## src/rtl/mod_counter_updown.sv

```systemverilog
// mod_counter_updown
// Modulo-N up/down counter with parallel load, enable and cascade outputs.
// CARRY_OUT / BORROW_OUT are combinational so a chain of stages advances on
// the same clock edge: stage n+1 Enable = stage n CARRY_OUT | BORROW_OUT.

module mod_counter_updown #(
   parameter int WIDTH    = 6,
   parameter int MAX      = 59,
   parameter int RST_VAL  = 0,
   parameter int SATURATE = 0
) (
   input  logic             Clk,
   input  logic             Clr,
   input  logic             Enable,
   input  logic             LD,
   input  logic [WIDTH-1:0] IN,
   input  logic             Up,
   input  logic             Down,
   output logic [WIDTH-1:0] COUNT,
   output logic             CARRY_OUT,
   output logic             BORROW_OUT,
   output logic             LD_ERR
);

   localparam logic [WIDTH-1:0] MAX_V = WIDTH'(MAX);
   localparam logic [WIDTH-1:0] RST_V = WIDTH'(RST_VAL);
   localparam logic             SAT   = (SATURATE != 0);

   logic [WIDTH-1:0] count_reg;
   logic [WIDTH-1:0] count_next;
   logic             ld_err_reg;
   logic             ld_err_next;

   logic at_max;
   logic at_zero;
   logic do_load;
   logic do_up;
   logic do_down;
   logic load_over;

   // Decode the request for this edge; load outranks counting, Up&Down cancels.
   always_comb begin
      at_max    = (count_reg == MAX_V);
      at_zero   = (count_reg == '0);
      do_load   = Enable & LD;
      do_up     = Enable & ~LD & Up & ~Down;
      do_down   = Enable & ~LD & Down & ~Up;
      load_over = (IN > MAX_V);
   end

   // Next count: compare against the limits before stepping so the
   // arithmetic never overflows WIDTH bits.
   always_comb begin
      count_next  = count_reg;
      ld_err_next = 1'b0;
      if (do_load) begin
         if (load_over) begin
            count_next  = MAX_V;
            ld_err_next = 1'b1;
         end else begin
            count_next = IN;
         end
      end else if (do_up) begin
         if (!at_max) begin
            count_next = count_reg + 1'b1;
         end else if (!SAT) begin
            count_next = '0;
         end
      end else if (do_down) begin
         if (!at_zero) begin
            count_next = count_reg - 1'b1;
         end else if (!SAT) begin
            count_next = MAX_V;
         end
      end
   end

   // Cascade strobes: flag this cycle's wrap so the next stage steps on the same edge.
   always_comb begin
      CARRY_OUT  = ~Clr & do_up   & at_max  & ~SAT;
      BORROW_OUT = ~Clr & do_down & at_zero & ~SAT;
   end

   // State register; Clr discards any pending load or wrap.
   always_ff @(posedge Clk) begin
      if (Clr) begin
         count_reg  <= RST_V;
         ld_err_reg <= 1'b0;
      end else begin
         count_reg  <= count_next;
         ld_err_reg <= ld_err_next;
      end
   end

   assign COUNT  = count_reg;
   assign LD_ERR = ld_err_reg;

endmodule

```

## config.mk

```make
export PLATFORM = sky130hd
export DESIGN_NAME = mod_counter_updown
export DESIGN_NICKNAME = d
export VERILOG_FILES = /design/src/rtl/mod_counter_updown.sv
export SDC_FILE = /design/constraint.sdc
export NUM_CORES = 1
export LEC_CHECK = 0
export CORE_MARGIN = 2
export CORE_UTILIZATION = 45
export CTS_CLUSTER_SIZE = 25
export DETAILED_ROUTE_END_ITERATION = 7
export GPL_TIMING_DRIVEN = 0
export PLACE_DENSITY_LB_ADDON = 0.05
export REMOVE_ABC_BUFFERS = 1
export SYNTH_ARGS = -nofsm -noshare
export SYNTH_HDL_FRONTEND = slang
export SYNTH_SLANG_ARGS = --single-unit
```

## constraint.sdc

```tcl
create_clock -name Clk -period 1.7 [get_ports Clk]
set_input_delay 0.17 -clock Clk [delete_from_list [all_inputs] [get_ports Clk]]
set_output_delay 0.17 -clock Clk [all_outputs]
set_load 0.02 [all_outputs]
```

**Word level (Yosys, flattened, before mapping)**

Index checks and enable logic that the tools add are counted.

- Add/sub/neg operators: 2
- Multipliers: 0
- Div/mod/pow operators: 0
- Magnitude comparators: 1
- Eq/ne operators: 1
- Shifts and indexed selects: 0
- Multiplexer cells: 7
- Bitwise logic cells: 15
- Reductions and logical operators: 3

Operator list:

| kind | count |
|---|---|
| 6-bit two-way mux | 6 |
| 1-bit bitwise AND | 10 |
| 6-bit by 1-bit adder with 6-bit output (second input constant) | 1 |
| 6-bit equality test (second input constant) | 1 |
| 6-bit greater-than comparator (second input constant) | 1 |
| 6-bit zero test | 1 |
| 6-bit by 1-bit subtractor with 6-bit output (second input constant) | 1 |
| 1-bit inverter | 5 |
| 3-bit nonzero test | 1 |
| 2-bit OR reduction | 1 |
| 1-bit two-way mux | 1 |

- Bits in registers: 7
- Latch bits: 0
- Bits in writable memories: 0
- Bits in read-only memories: 0
- Bits of input ports: 12
- Word-level logic and storage cells: 31
- Memories kept: 0

**Logic depth before layout (Yosys ltp)**

Gate-level depths: netlist of run 1.

- Depth after elaboration: 7
- Depth in mapped cells: 6
- Gate-level depth less buffers: 6

**Worst setup path before layout of run 1**

Ideal clock, no wire load.

- Path type: flip-flop to output port
- From: register count_reg[0], in the netlist COUNT[0]
- To: output port BORROW_OUT
- Arrival time: 1.465 ns
- Setup slack: 0.065 ns
- Cell stages (with the launch flop): 6
- Cell sequence: dfxtp_1 > inv_1 > ha_1 > nor2b_1 > nand2_1 > nor3_1

- Word-level cells in the longest chain between the ends: 2

RTL lines:

| element | RTL line | RTL |
|---|---|---|
| from (decl) | 29 | `logic [WIDTH-1:0] count_reg;` |
| from (signal assigned) | 90 | `count_reg <= count_next;` |
| 6-bit zero test | 44 | `at_zero = (count_reg == '0);` |
| 1-bit bitwise AND | 81 | `BORROW_OUT = ~Clr & do_down & at_zero & ~SAT;` |
| to (decl) | 21 | `output logic BORROW_OUT,` |

No other way between the ends.

**Worst setup path in the final report of run 1**

- From: register count_reg[0], in the netlist COUNT[0]
- To: output port CARRY_OUT

- Word-level cells in the longest chain between the ends: 2

RTL lines:

| element | RTL line | RTL |
|---|---|---|
| 6-bit equality test | 43 | `at_max = (count_reg == MAX_V);` |
| 1-bit bitwise AND | 80 | `CARRY_OUT = ~Clr & do_up & at_max & ~SAT;` |
| to (decl) | 20 | `output logic CARRY_OUT,` |

No other way between the ends.

==> results of run 1 <==
==> flip-flops by register name, summed over array words and instances (netlist names) <==
name,count
COUNT,6
LD_ERR,1
==> area by class of cell <==
| cell class | instances | area [sq um] | share of cell area |
|---|---|---|---|
| clock buffer | 4 | 26.3 | 0.0286 |
| sequential | 7 | 149 | 0.162 |
| tap | 15 | 18.8 | 0.0204 |
| timing repair buffer | 20 | 195 | 0.213 |
| multi-input combinational | 66 | 507 | 0.552 |
| inverter | 6 | 22.5 | 0.0245 |
==> per-stage QoR <==
stage               instance area, sq um  setup TNS (ns)
finish                               918               0
global route                         918          -0.118
CTS                                  903        -0.00103
detailed placement                   860           -1.41
global placement                     860           -1.29
floorplan                            641               0
==> routing by layer <==
metal | wire length [um] | up-vias | global-route usage | share of wire
met5 | 0 | - | 0 | 0
met4 | 14 | 0 | 0.0938 | 0.0082
met3 | 57 | 2 | 0.0517 | 0.033
met2 | 823 | 13 | 0.335 | 0.48
met1 | 816 | 325 | 0.249 | 0.48
li1 | - | 352 | - | -
==> report_power, final <==
part,switching (W),total (W),leakage [nW],internal [W]
clock network,0.0000688,0.000159,0.0150,0.0000901
logic,0.000117,0.000244,0.262,0.000127
registers,0.0000354,0.000216,0.0597,0.000180
total,0.000221,0.000619,0.336,0.000398
==> layout by cell type, fill, tap and decap left out, drive strengths merged <==
master,Yosys,final
nor3,5,5
a31oi,3,3
o221ai,1,1
nand2b,1,1
nor2,7,7
ha,3,3
dfxtp,7,7
a211oi,3,3
nand3,3,3
a2111oi,1,1
o2bb2ai,3,3
nor2b,1,1
a211o,1,1
a21boi,1,1
nand3b,1,1
and4bb,1,1
nand4bb,1,1
inv,6,6
clkdlybuf4s50,0,18
clkbuf,1,4
nand4,1,1
xnor2,5,5
a221oi,1,1
xor2,2,2
a21oi,8,8
o21ai,4,4
and3b,1,1
nand2,3,3
buf,3,2
o21a,3,3
a21o,1,1
and4b,1,1
==> worst max path at each step <==
stage,end,slack (ns),cells after the start
after floorplan,BORROW_OUT,0.06,5
after global placement,CARRY_OUT,-0.53,5
after detailed placement,CARRY_OUT,-0.54,5
after CTS,CARRY_OUT,-0.001,5
after global routing,BORROW_OUT,-0.06,6
final,CARRY_OUT,0.02,5
==> logic make-up after synthesis <==
group | share of synthesized area
AO/OA/AOI/OAI | 0.338
XOR/XNOR | 0.0921
adder cells (fa/ha/maj) | 0.0564
buffers and inverters | 0.0714
flip-flops | 0.211
AND/OR/NAND/NOR | 0.231
==> timing repair <==
item / CTS / global route
gates resized for setup: 22 / 5
pin swaps: 0 / 1
gates cloned: 0 / 0
setup endpoints to repair: 2 / 4
==> worst register-to-register path, stage by stage (launching register included) <==
cell and delay [ns]:
dfxtp_4 0.37, ha_2 0.21, and4b_2 0.24, a21boi_4 0.20, a221oi_2 0.09, a2111oi_2 0.27
==> out/results.txt, run 1 <==
Synth Instances - 83
Count of non-filler cells in the finished layout - 118
Post-route setup slack - 0.0150 ns
IO Count - 21
Die W - 42.5 um
Final ANT Viol Nets - 0
Max incr delay on CP - 0.39 ns
Synth area leader - dfxtp_1
Pwr Total - 0.000619 W
Total leakage power - 0.336 nW
Origin of the critical flop-to-flop path - COUNT[0]$_SDFFE_PP0P_
CP Cell Sequence - ha_2 > and4b_2 > nand3_2 > nor2_1 > buf_4
H-tree levels - 1
Area growth, synth to finish - 38.0%
Power Density - 674 nW/um^2
I/O Buffers - 20
Ys Warns - 0
CTS root buf - clkbuf_4
Core area - 1330 sq um
CTS Buf Count - 3
Die area - 1800 sq um
Max clock buf depth - 2
Register area share after synthesis - 0.211
Largest net degree at the start of global routing - 11
Ratio of cells with drive above 1 in the final layout - 0.243
Top post-synthesis cells by area - dfxtp_1 (21%), xnor2_1 (6.6%), a21oi_1 (6.0%)
Relative slew slack - 0.663
First-pass DRT Iterations - 5
Hold slack final - 0.566 ns
Skew-Pair Late Insertion Delay - 0.25 ns
CP startpoint - COUNT[0]$_SDFFE_PP0P_
Initial antenna violation count - 0
1st-iter DRT viols - 14
Mapped cell area - 666 sq um
Max_cap viols - 0
Count of hold-fix buffers inserted at cts - 0
Max Clk Rate - 593 MHz
Final setup viols - 0
DIE HEIGHT - 42.5 um
Postcts setup bufs - 0
Sink Count - 7
Post-Syn Area per Cell - 8.02 sq um
Commonest cells in the netlist - a21oi_1 (8), dfxtp_1 (7), nor2_1 (7), inv_1 (6), xnor2_1 (5)
FP Rows - 13
Critical Path Fanout Max - 7
Dominant cell by count in the synthesized netlist - a21oi_1
Hold endpoint - COUNT[3]$_SDFFE_PP0P_
Pins over their slew limit - 0
Unrepaired setup endpoints after global routing - true
Number of distinct library cells after synthesis - 34
Fillers - 121
Ant diodes - 0
WHS Path Cells - 3
Gr ovfl total - 0
FF-to-FF End - COUNT[2]$_SDFFE_PP0P_
FF-to-FF setup slack - 0.21 ns
Nets - 119
Hpwl dp - 1280 um
Worst slew pin tran - 0.500 ns
Global-route wire length before repair - 2760 um
Hold Crit Class - input port to flop
Vias post-DR - 692
Routed len/inst - 14.5 um
Gr usage total - 0.205
Status - completed
CP required - 1.53 ns
Worst slack, placed - -0.542 ns
Data arrival time of the critical path - 1.51 ns
CP Launch Type - flop
CTS tree - done
Gpl congestion - 0.765
Remaining DRCs - 0
Placed insts - 114
Largest delay share family, worst path - simple AND/OR/NAND/NOR gates
Clock-pin slew on the worst setup and hold paths - 0.06 ns
Worst vdd rail ir drop - 0.000393 V
Post-synth top area share - 0.211
Hold_sp - IN[3]
DR vias/cell - 5.86
Routed wire length - 1710 um
Fin util - 0.689
Crit Path Class - flop to output port
Clock skew - 0.00202 ns
Yosys reg bits - 7
Synth async-reset ratio - 0
Period utilization - 0.991
CP endpoint kind - output port
Final hold vios - 0
Tmin final - 1.68 ns
Initial core utilization - 0.499
Vias in the first global route - 641
Worst R2R Path Depth - 5
Buf+Inv Stages, Crit Path - 1
CP max stage cell - dfxtp_4
Post-synth EDFFs - 0
Top_reg_cell synth - dfxtp_1
Power figures use the tool's default switching activity.
==> run 2: changes to the inputs <==
- HOLD_SLACK_MARGIN: not set -> 0.08
==> results of run 2 <==
No change in the layout: final DEF, timing and power equal those of run 1.
==> run 3: changes to the inputs <==
- CTS_CLUSTER_SIZE: 25 -> 20
==> results of run 3 <==
No change in the layout: final DEF, timing and power equal those of run 1.
==> RTL change 1 (flow settings as in run 1) <==
The parameter `WIDTH` goes from 6 to 8.
--- a/src/rtl/mod_counter_updown.sv
+++ b/src/rtl/mod_counter_updown.sv
@@ -6,3 +6,3 @@
 module mod_counter_updown #(
-   parameter int WIDTH    = 6,
+   parameter int WIDTH    = 8,
    parameter int MAX      = 59,
Interface: changed (resized COUNT and IN); port bits go from 21 to 25. No check against the original RTL was run, so the function may have changed too.
==> RTL change 1 against run 1 <==
  * The run now ends with negative setup slack left
  * Final area grew 58%
  * Total power increased by 39%
  * Setup slack worse by 190 ps
  * Wire length rose by 96%
  * Die area up 33%
  * Via count grew 74%
  * Clock power rose by 11%
  * Sequential cell count rose by 2
  * Non-clock buffer count increased by 23
  * Area after synthesis up 37%
  * Largest cell class unchanged
  * Highest routed layer unchanged
==> RTL change 1: results (changes against run 1) <==
GR met1 Demand/Resource=33.90% (was 24.87%); synth top area cells=sky130_fd_sc_hd__dfxtp_1 20%, sky130_fd_sc_hd__inv_1 4.1%, sky130_fd_sc_hd__nand3_1 3.9%, sky130_fd_sc_hd__nor3_1 3.3%, sky130_fd_sc_hd__nand2_1 2.9% (was sky130_fd_sc_hd__dfxtp_1 21%, sky130_fd_sc_hd__xnor2_1 6.6%, sky130_fd_sc_hd__a21oi_1 6.0%, sky130_fd_sc_hd__ha_1 5.6%, sky130_fd_sc_hd__nor2_1 3.9%); met2 track demand over resource in global routing=44.98% (was 33.54%); data arrival time of the worst path=1700 ps (was 1510 ps); global-route track usage on met3=3.374% (was 5.172%); count of filler cells inserted in the layout=154 (was 121); Clk network pwr share=20.4% (was 25.7%); largest net degree at the start of global routing=14 (was 11); Routed WL per cell=17.79 um (was 14.50 um); total routed wirelength=3362 um (was 1711 um); LEAKAGE=0.5260 nW (was 0.3365 nW); Fin Setup TNS=-621.5 ps (was 0 ps); Least-Margin Pin Slew=676.1 ps (was 499.8 ps); mean instance size in the synthesized netlist=7.395 sq um (was 8.020 sq um); register-to-register setup slack=-110 ps (was 210 ps); highest ir drop seen on vdd=0.4532 mV (was 0.3931 mV); wire length on met1=1356 um (was 816 um); Buffers on Ports=24 (was 20); Detailed Route Iter0 Violations=69 (was 14); top fanout value on the critical path=8 (was 7); share of post-route cells with drive strength above 1=29.63% (was 24.27%); Post-Place Worst Slack=-1002 ps (was -541.5 ps); wire length of the first global-routing pass=4961 um (was 2760 um); share of flip-flops with an asynchronous set or reset after synthesis=0% (unchanged); Total GRT Usage=27.38% (was 20.48%); outcome=finished with violations (was complete, no violations); setup-violating endpoint count in the final report=6 (was 0); share of synthesized area occupied by flip-flops and latches=19.81% (was 21.05%); library cell used as clock root buffer=sky130_fd_sc_hd__clkbuf_4 (unchanged); vias in the first global route=1089 (was 641); violated checks=negative setup slack; internal power=0.5283 mW (was 0.3976 mW); worst setup margin=-173.3 ps (was 15.00 ps); synth unique cells=48 (was 34); Hold Worst Slack=529.8 ps (was 566.0 ps); post-cts sizing count=39 (was 22); placed wire-length estimate after detailed placement=1992 um (was 1279 um); most common library cells after synthesis=10 x sky130_fd_sc_hd__inv_1, 9 x sky130_fd_sc_hd__dfxtp_1, 7 x sky130_fd_sc_hd__nand2_1, 7 x sky130_fd_sc_hd__nand3_1 (was 8 x sky130_fd_sc_hd__a21oi_1, 7 x sky130_fd_sc_hd__dfxtp_1, 7 x sky130_fd_sc_hd__nor2_1, 6 x sky130_fd_sc_hd__inv_1, 5 x sky130_fd_sc_hd__xnor2_1); post-placement cell area=0.001145 sq mm (was 859.6 sq um); Pre-Repair DR Iteration Count=4 (was 5); Post-CTS Setup Repair Bufs=7 (was 0); sum of met2 wire segment lengths after detailed routing=1606 um (was 823 um); Largest register FFs=8 (was 6); via count=1204 (was 692); wire length on met3=316 um (was 57 um); power consumed by combinational cells=0.419 mW (was 0.244 mW)
RTL change 1: final cells by class:
class	instances	area, sq um	share of cell area, %
multi-input combinational	96	768.2	52.84
inverter	10	37.54	2.582
clock buffer	4	26.28	1.807
sequential	9	207.7	14.29
tap	27	33.78	2.324
timing repair buffer	43	380.4	26.16
RTL change 1: path summary, 6_finish.rpt:
kind / startpoint / end / cells after the start
max: COUNT[0]$_SDFFE_PP0P_ / BORROW_OUT / 6
min: Enable / COUNT[6]$_SDFFE_PP0P_ / 4
max reg2reg: COUNT[4]$_SDFFE_PP0P_ / COUNT[7]$_SDFFE_PP0P_ / 6
min reg2reg: COUNT[1]$_SDFFE_PP0P_ / COUNT[1]$_SDFFE_PP0P_ / 2
RTL change 1: cell families after synthesis:
kind of cell | synth area share (%)
AO/OA/AOI/OAI | 33.01
XOR/XNOR | 1.926
buffers and inverters | 8.390
adder cells (fa/ha/maj) | 2.751
AND/OR/NAND/NOR | 34.11
flip-flops | 19.81
==> RTL change 2 (flow settings as in run 1) <==
Without the edit above. Add an input register stage for `Clr`, `Enable`, `LD`, `IN`, `Up` and `Down`; this delays them by one clock.
--- a/src/rtl/mod_counter_updown.sv
+++ b/src/rtl/mod_counter_updown.sv
@@ -28,2 +28,18 @@
 
+   logic Clr_q;
+   logic Enable_q;
+   logic LD_q;
+   logic [WIDTH-1:0] IN_q;
+   logic Up_q;
+   logic Down_q;
+
+   always_ff @(posedge Clk) begin
+      Clr_q    <= Clr;
+      Enable_q <= Enable;
+      LD_q     <= LD;
+      IN_q     <= IN;
+      Up_q     <= Up;
+      Down_q   <= Down;
+   end
+
    logic [WIDTH-1:0] count_reg;
@@ -44,6 +60,6 @@
       at_zero   = (count_reg == '0);
-      do_load   = Enable & LD;
-      do_up     = Enable & ~LD & Up & ~Down;
-      do_down   = Enable & ~LD & Down & ~Up;
-      load_over = (IN > MAX_V);
+      do_load   = Enable_q & LD_q;
+      do_up     = Enable_q & ~LD_q & Up_q & ~Down_q;
+      do_down   = Enable_q & ~LD_q & Down_q & ~Up_q;
+      load_over = (IN_q > MAX_V);
    end
@@ -60,3 +76,3 @@
          end else begin
-            count_next = IN;
+            count_next = IN_q;
          end
@@ -79,4 +95,4 @@
    always_comb begin
-      CARRY_OUT  = ~Clr & do_up   & at_max  & ~SAT;
-      BORROW_OUT = ~Clr & do_down & at_zero & ~SAT;
+      CARRY_OUT  = ~Clr_q & do_up   & at_max  & ~SAT;
+      BORROW_OUT = ~Clr_q & do_down & at_zero & ~SAT;
    end
@@ -85,3 +101,3 @@
    always_ff @(posedge Clk) begin
-      if (Clr) begin
+      if (Clr_q) begin
          count_reg  <= RST_V;
Behaviour: not the same (a bounded check fails within 4 cycles, from zero or initial values).
==> RTL change 2 against run 1 <==
  * Total power grew 71%
  * Area after synthesis grew 40%
  * Setup slack gained 46 ps
  * Wire length grew 23%
  * Final area grew 43%
  * Sequential power grew 130%
  * Via count grew 23%
  * Sequential cell count grew 11
  * Critical endpoint is now BORROW_OUT
  * Largest cell class unchanged
==> RTL change 2: results (changes against run 1) <==
Detailed Route Iter0 Violations=6 (was 14); vias in the first global route=795 (was 641); placed wire-length estimate after detailed placement=1381 um (was 1279 um); top fanout value on the critical path=6 (was 7); minimum clock period after layout=1639 ps (was 1685 ps); routability-driven placement congestion ratio=0.8278 (was 0.7648); Pre-Repair DR Iteration Count=4 (was 5); final instance count without filler cells=156 (was 118); most common library cells after synthesis=18 x sky130_fd_sc_hd__dfxtp_1, 7 x sky130_fd_sc_hd__nor2_1, 6 x sky130_fd_sc_hd__nand2_1, 6 x sky130_fd_sc_hd__nand3_1, 5 x sky130_fd_sc_hd__a21oi_1 (was 8 x sky130_fd_sc_hd__a21oi_1, 7 x sky130_fd_sc_hd__dfxtp_1, 7 x sky130_fd_sc_hd__nor2_1, 6 x sky130_fd_sc_hd__inv_1, 5 x sky130_fd_sc_hd__xnor2_1); depth of the worst register-to-register path=8 (was 5); outcome=complete, no violations (unchanged); synth unique cells=43 (was 34); share of synthesized area occupied by flip-flops and latches=38.55% (was 21.05%); share of post-route cells with drive strength above 1=32.56% (was 24.27%); area fraction in compound gates after synthesis=18.47% (was 33.83%); clock input transition at the sequential cells of the worst setup and hold paths=100 ps (was 60 ps); wire length of the first global-routing pass=3567 um (was 2760 um); count of filler cells inserted in the layout=161 (was 121); post-route clock skew=3.513 ps (was 2.018 ps); Least-Margin Pin Slew=465.0 ps (was 499.8 ps); register-to-register setup slack=110 ps (was 210 ps); gate count after technology mapping=99 (was 83); LEAKAGE=0.5112 nW (was 0.3365 nW); net total in the final layout=145 (was 119); launch point of the critical path=COUNT[2]$_SDFFE_PP0P_ (was COUNT[0]$_SDFFE_PP0P_); mux share of post-synthesis cell area=1.071% (was 0%); total placed cells including tap cells=139 (was 114); adder and majority gate portion of the synthesized area=4.016% (was 5.639%); Critical Path Sink=BORROW_OUT (was CARRY_OUT)
RTL change 2: layout make-up:
class	instances	share of cell area [%]
Clock buffer	4	2.754
Sequential cell	18	29.15
Timing Repair Buffer	33	23.74
Multi-Input combinational cell	72	40.84
Tap cell	27	2.564
Inverter	2	0.9497
RTL change 2: logic make-up after synthesis:
kind of cell / count (synthesis)
adder cells (fa/ha/maj): 3
AND/OR/NAND/NOR: 40
multiplexers: 1
XOR/XNOR: 5
buffers and inverters: 9
AO/OA/AOI/OAI: 23
flip-flops: 18
RTL change 2: how the worst min path moves through the flow:
stage                                  to  slack [ps]  depth (start not counted)
finish                   Enable_q$_DFF_P_         310                          1
global route             Enable_q$_DFF_P_         290                          1
CTS                       IN_q[2]$_DFF_P_         300                          1
detailed placement  COUNT[3]$_SDFFE_PP0P_         500                          2
global placement    COUNT[3]$_SDFFE_PP0P_         500                          2
floorplan                   Clr_q$_DFF_P_         200                          0
RTL change 2: where the power goes:
group          switching, mW  internal, mW
clock network          0.125         0.130
registers             0.0433         0.451
logic                  0.133         0.174
total                  0.301         0.755
RTL change 2: metal layers:
metal	global-route usage (%)	vias up	wire, um
met3	1.818	2	55
met2	31.56	15	1065
met1	23.86	407	971
met5	0	-	0
li1	-	425	-
met4	6.944	0	14
RTL change 2: worst register-to-register path: cells and delay by family (launching register included):
kind | cells | cell delay, ps
buffers and inverters | 2 | 170
DFF | 1 | 380
and+or+nand+nor | 2 | 220
adders and majority gates | 1 | 160
AOI/OAI and AO/OA | 3 | 560
RTL change 2: what timing repair did:
| action | 4_1_cts | 5_1_grt |
|---|---|---|
| pin swaps | 2 | 1 |
| setup endpoints to repair | 5 | 4 |
| gates cloned | 0 | 0 |
| setup buffers | 5 | 8 |
| resized for setup | 27 | 6 |
